`src/rtl/cpu_bus_pkg.sv`:
```
// Shared types and address map for the SM83 external M-cycle bus responders.
package cpu_bus_pkg;

    typedef enum logic [1:0] {
        IDLE,
        T2,
        T3,
        T4
    } tstate_t;

    localparam logic [15:0] HRAM_BASE     = 16'hFF80;
    localparam logic [15:0] HRAM_LAST     = 16'hFFFE;
    localparam logic [15:0] IE_ADR        = 16'hFFFF;
    localparam logic [7:0]  BUS_IDLE_DATA = 8'hFF;

endpackage

```
`src/rtl/hram_mem.sv`:
```
// 128x8 synchronous single-port RAM backing high RAM; entry 127 is never addressed.
module hram_mem (
    input  logic       clk,
    input  logic [6:0] addr,
    input  logic       we,
    input  logic       re,
    input  logic [7:0] wdata,
    output logic [7:0] rdata
);

    logic [7:0] mem [128];

    always_ff @(posedge clk) begin
        if (we) begin
            mem[addr] <= wdata;
        end
        if (re) begin
            rdata <= mem[addr];
        end
    end

endmodule

```
`src/rtl/cpu_hram_responder.sv`:
```
// High-RAM (FF80-FFFE) responder on the CPU M-cycle bus.
// Define HRAM_IE_EN to also decode FFFF as the 5-bit IE register.
module cpu_hram_responder
    import cpu_bus_pkg::*;
(
    input  logic        clk,
    input  logic        nreset,
    input  logic        mcyc_start,
    input  logic [15:0] adr,
    input  logic        rd,
    input  logic        wr,
    input  logic [7:0]  dout,
    output logic [7:0]  din,
    output logic        din_oe,
    output logic        sel
);

    tstate_t    state;
    logic [6:0] req_idx;
    logic       req_rd;
    logic       req_wr;
    logic       req_ie;

    logic       hram_hit;
    logic       ie_hit;
    logic       req_valid;
    logic       commit;
    logic [7:0] mem_rdata;
    logic [7:0] rd_data;

    assign hram_hit = (adr >= HRAM_BASE) && (adr <= HRAM_LAST);
`ifdef HRAM_IE_EN
    assign ie_hit = (adr == IE_ADR);
`else
    assign ie_hit = 1'b0;
`endif
    assign req_valid = (hram_hit || ie_hit) && (rd || wr);

    // Any mcyc_start restarts the sequence; one in T2/T3 aborts before T4 so nothing commits.
    always_ff @(posedge clk or negedge nreset) begin
        if (!nreset) begin
            state   <= IDLE;
            req_idx <= '0;
            req_rd  <= 1'b0;
            req_wr  <= 1'b0;
            req_ie  <= 1'b0;
            sel     <= 1'b0;
            din_oe  <= 1'b0;
        end else if (mcyc_start) begin
            din_oe <= 1'b0;
            if (req_valid) begin
                state   <= T2;
                req_idx <= adr[6:0];
                req_rd  <= rd;
                req_wr  <= wr && !rd;
                req_ie  <= ie_hit;
                sel     <= 1'b1;
            end else begin
                state <= IDLE;
                sel   <= 1'b0;
            end
        end else begin
            case (state)
                T2: begin
                    state  <= T3;
                    din_oe <= req_rd;
                end
                T3: state <= T4;
                T4: begin
                    state  <= IDLE;
                    sel    <= 1'b0;
                    din_oe <= 1'b0;
                end
                default: ;
            endcase
        end
    end

    // Only valid hits reach T4, so req_wr alone qualifies the commit.
    assign commit = (state == T4) && req_wr;

    hram_mem u_mem (
        .clk   (clk),
        .addr  (req_idx),
        .we    (commit && !req_ie),
        .re    (state == T2),
        .wdata (dout),
        .rdata (mem_rdata)
    );

`ifdef HRAM_IE_EN
    logic [4:0] ie;

    always_ff @(posedge clk or negedge nreset) begin
        if (!nreset) begin
            ie <= '0;
        end else if (commit && req_ie) begin
            ie <= dout[4:0];
        end
    end

    assign rd_data = req_ie ? {3'b111, ie} : mem_rdata;
`else
    assign rd_data = mem_rdata;
`endif

    // Select and both data sources are flops, so din never sees adr combinationally.
    assign din = din_oe ? rd_data : BUS_IDLE_DATA;

endmodule

```
`config.mk`:
```
export PLATFORM = sky130hd
export DESIGN_NAME = cpu_hram_responder
export DESIGN_NICKNAME = d
export VERILOG_FILES = /design/src/rtl/cpu_bus_pkg.sv /design/src/rtl/hram_mem.sv /design/src/rtl/cpu_hram_responder.sv
export SDC_FILE = /design/constraint.sdc
export NUM_CORES = 1
export LEC_CHECK = 0
export BUFFER_PORTS_ARGS = -buffer_cell sky130_fd_sc_hd__buf_2
export CAP_MARGIN = 0
export CORE_ASPECT_RATIO = 1.4
export CORE_MARGIN = 2
export CORE_UTILIZATION = 55
export DETAILED_ROUTE_END_ITERATION = 12
export PLACE_DENSITY_LB_ADDON = 0.2
export SLEW_MARGIN = 10
export SYNTH_ARGS = -nofsm -noshare
export SYNTH_HDL_FRONTEND = slang
export SYNTH_SLANG_ARGS = --single-unit
```
`constraint.sdc`:
```
create_clock -name clk -period 3.4 [get_ports clk]
set_input_delay 0.17 -clock clk [delete_from_list [all_inputs] [get_ports clk]]
set_output_delay 0.17 -clock clk [all_outputs]
set_load 0.02 [all_outputs]
```
==> impl_metrics.env <==
export IMPL_status="finished with violations"
export IMPL_violations="setup timing"
export IMPL_die_area_mm2=0.07726
export IMPL_synthFlopType="edfxtp_1"
export IMPL_hp_class="input pin to flip-flop"
export IMPL_crit_type="flip-flop to flip-flop"
export IMPL_cts_root_buf="clkbuf_16"
export IMPL_dr_first_iter_drc_count=4372
export IMPL_finalHoldViolCount=0
export IMPL_synth_area_leader_cell="edfxtp_1"
export IMPL_routed_wirelength_um=134800
export IMPL_max_stage_delay_ps=630
export IMPL_syn_to_final_growth_pct=16.49
export IMPL_final_cell_mix="1032 x edfxtp_1, 308 x buf_4, 186 x nor2_1, 131 x a221oi_1, 105 x nand2_1"
export IMPL_core_area_mm2=0.07412
export IMPL_final_core_util=0.6485
export IMPL_crit_path_max_fanout=46
export IMPL_end_kind="flip-flop"
export IMPL_drv_slew=0
export IMPL_yosys_top_cells_area="edfxtp_1 75%, a221oi_1 2.8%, mux2i_1 2.0%"
export IMPL_arrival_ps=3940
export IMPL_nFillCells=5152
export IMPL_ant_nets=0
export IMPL_drc=0
export IMPL_clkSlewWorstSetupHoldPaths_ps=70
export IMPL_finClkSkew_ps=28.66
export IMPL_num_vias=27079
export IMPL_crit_chain="buf_12, nor2_4, buf_12, buf_4, a221oi_1, o22ai_1, a22oi_1, nor4b_2, o211ai_1"
export IMPL_worstMarginPinSlew_ps=1172
export IMPL_post_route_period_util=1.006
export IMPL_ys_types=74
export IMPL_cts_inserted_buffers=93
export IMPL_finalSetupViolations=1
export IMPL_synthArstFlopShare=0.01244
export IMPL_clock_latency_ps=680
export IMPL_critPathTopFamily="compound AO/OA/AOI/OAI gates"
export IMPL_start_util=0.5567
export IMPL_cts_tree="yes"
export IMPL_grt_pass1_vias=26462
export IMPL_drt_pass1_iter_count=9
export IMPL_yosys_warnings=0
export IMPL_dpl_hpwl_um=85440
export IMPL_cp_slowest_cell="o22ai_1"
export IMPL_worst_path_buf_inv=3
export IMPL_vias_per_cell=7.085
export IMPL_synth_edf_count=1032
export IMPL_antenna_found_initial=6
export IMPL_grt_total_usage=0.3481
export IMPL_rsz0062_at_grt="no"
export IMPL_worst_slack_ps=-21.68
export IMPL_clock_fmax_mhz=292.3
export IMPL_power_density_mw_per_mm2=563.8
export IMPL_grt_remaining_overflow=0
export IMPL_wl_per_cell_um=35.28
export IMPL_dieHeight_um=328.1
export IMPL_mostFrequentLayoutCell="edfxtp_1"
export IMPL_ys_seq_elements=1045
export IMPL_slew_headroom=0.2184
export IMPL_die_x_um=235.5
export IMPL_tns_ps=-21.68
export IMPL_required_ps=3920
export IMPL_ios=39
export IMPL_vdd_drop_max_mv=0.3929
export IMPL_clock_sinks=1045
export IMPL_synth_cell_area_mm2=0.04126
export IMPL_p_leak_nw=15.93
export IMPL_drive_gt1_frac=0.2206
export IMPL_io_buffers=38
export IMPL_avgSynthCellArea_um2=16.48
export IMPL_h_tree_depth=3
export IMPL_cap_violations=0
export IMPL_postSynthCellCount=2504
export IMPL_crit_path_frequent_cell="buf_12"
export IMPL_grt_pass1_wl_um=190900
export IMPL_whs_ps=70.03
export IMPL_dpl_cell_area_mm2=0.04474
export IMPL_fin_crit_ps=3422
export IMPL_final_area_mm2=0.04807
export IMPL_syn_num_nets=2536
export IMPL_clk_path_buf_depth=3
export IMPL_synth_top_area_share=0.7511
export IMPL_yosysSeqAreaShare=0.7590
export IMPL_place_gp_congestion=0.9608
export IMPL_num_nets_final=2814
export IMPL_critPathLaunchType="flip-flop"
export IMPL_num_rows=118
export IMPL_grt_max_degree=129
==> what timing repair did <==
action,CTS,global route
endpoints found under the hold margin,26,0
hold buffers,11,0
resized for setup,0,3
endpoints found under the setup margin,0,4
buffers inserted,0,1
==> sequential cells by signal (all words and copies together), names as in the netlist <==
name and cells:
req_wr 1, u_mem.rdata 8, req_rd 1, din_oe 1, u_mem.mem 1024, sel 1
req_idx 7, state 2
==> metrics by stage <==
stage | worst slack [ps] | std cells | total power, mW
2_1_floorplan | 626.1 | 2504 | 15.22
3_3_place_gp | 136.2 | 3635 | 16.17
3_5_place_dp | 39.45 | 3635 | 16.19
4_1_cts | 25.95 | 3819 | 27.08
5_1_grt | 39.83 | 3820 | 27.65
6_report | -21.68 | 3822 | 27.10
==> Yosys cell counts (11+ instances only) <==
master and number:
edfxtp_1 1032, nor2_1 189, a221oi_1 131, nand2_1 105, a22oi_1 88, clkbuf_1 86, mux2i_1 84, a21oi_1 79
buf_2 72, mux2_2 59, o21ai_0 58, a221o_1 37, a222oi_1 33, buf_1 29, o22ai_1 29, a22o_1 26
nand2b_1 20, o221ai_1 19, a31oi_1 18, nor2b_1 18, a21bo_2 17, mux4_2 17, nor3_1 17, nand3_1 16
o2bb2ai_1 16, dfrtp_1 13, o22a_1 12, and2_1 11, inv_1 11
==> final timing paths <==
check / from / endpoint / slack [ps] / cells past startpoint
hold reg to reg: sel$_DFFE_PN0P_ / sel$_DFFE_PN0P_ / 500 / 1
max in group asynchronous: nreset / req_idx[0]$_DFFE_PN0P_ / 2120 / 3
setup reg to reg: req_idx[2]$_DFFE_PN0P_ / u_mem.rdata[5]$_DFFE_PP_ / -20 / 9
min in group asynchronous: nreset / req_idx[4]$_DFFE_PN0P_ / 690 / 3
setup / recovery: req_idx[2]$_DFFE_PN0P_ / u_mem.rdata[5]$_DFFE_PP_ / -20 / 9
hold / removal: adr[10] / req_idx[2]$_DFFE_PN0P_ / 70 / 4
==> area by class of cell <==
class / instances / area, um2 / area share
well taps: 960 / 1201 / 0.02499
flip-flops and latches: 1045 / 31330 / 0.6518
diodes: 2 / 5.005 / 0.0001041
inverters: 11 / 41.29 / 0.0008590
repair buffers: 379 / 3173 / 0.06601
multi-input cells: 1252 / 9129 / 0.1899
clock inverters: 66 / 745.7 / 0.01551
clock buffers: 107 / 2444 / 0.05084
==> worst register-to-register path: cells and delay by family (launching register included) <==
kind,cells,cell delay (ps)
AOI/OAI and AO/OA,4,1150
DFF,1,580
and+or+nand+nor,2,860
buffers and inverters,3,680
==> power by group <==
part	switching (mW)	internal, mW
Sequential	0.0653	14.2
Combinational	1.16	0.548
Clock	4.72	6.38
Total	5.95	21.1
==> metal layers <==
metal | part of all wire | vias to the layer above | GRT usage
met4 | 0.077 | 6 | 0.2351
li1 | - | 10814 | -
met5 | 0.00027 | - | 0
met2 | 0.46 | 2204 | 0.5417
met3 | 0.12 | 519 | 0.08286
met1 | 0.34 | 13536 | 0.4384
==> kinds of logic (layout without fill, tap and decap cells) <==
family	after synthesis	count (layout)	synth area share
AND/OR/NAND/NOR	421	421	0.04612
buffers and inverters	207	563	0.02202
other	0	2	0
multiplexers	163	163	0.04667
adder cells (fa/ha/maj)	3	3	0.0009098
flip-flops	1045	1045	0.7590
AO/OA/AOI/OAI	665	665	0.1253
No activity file was read; power rests on OpenSTA's default activity.
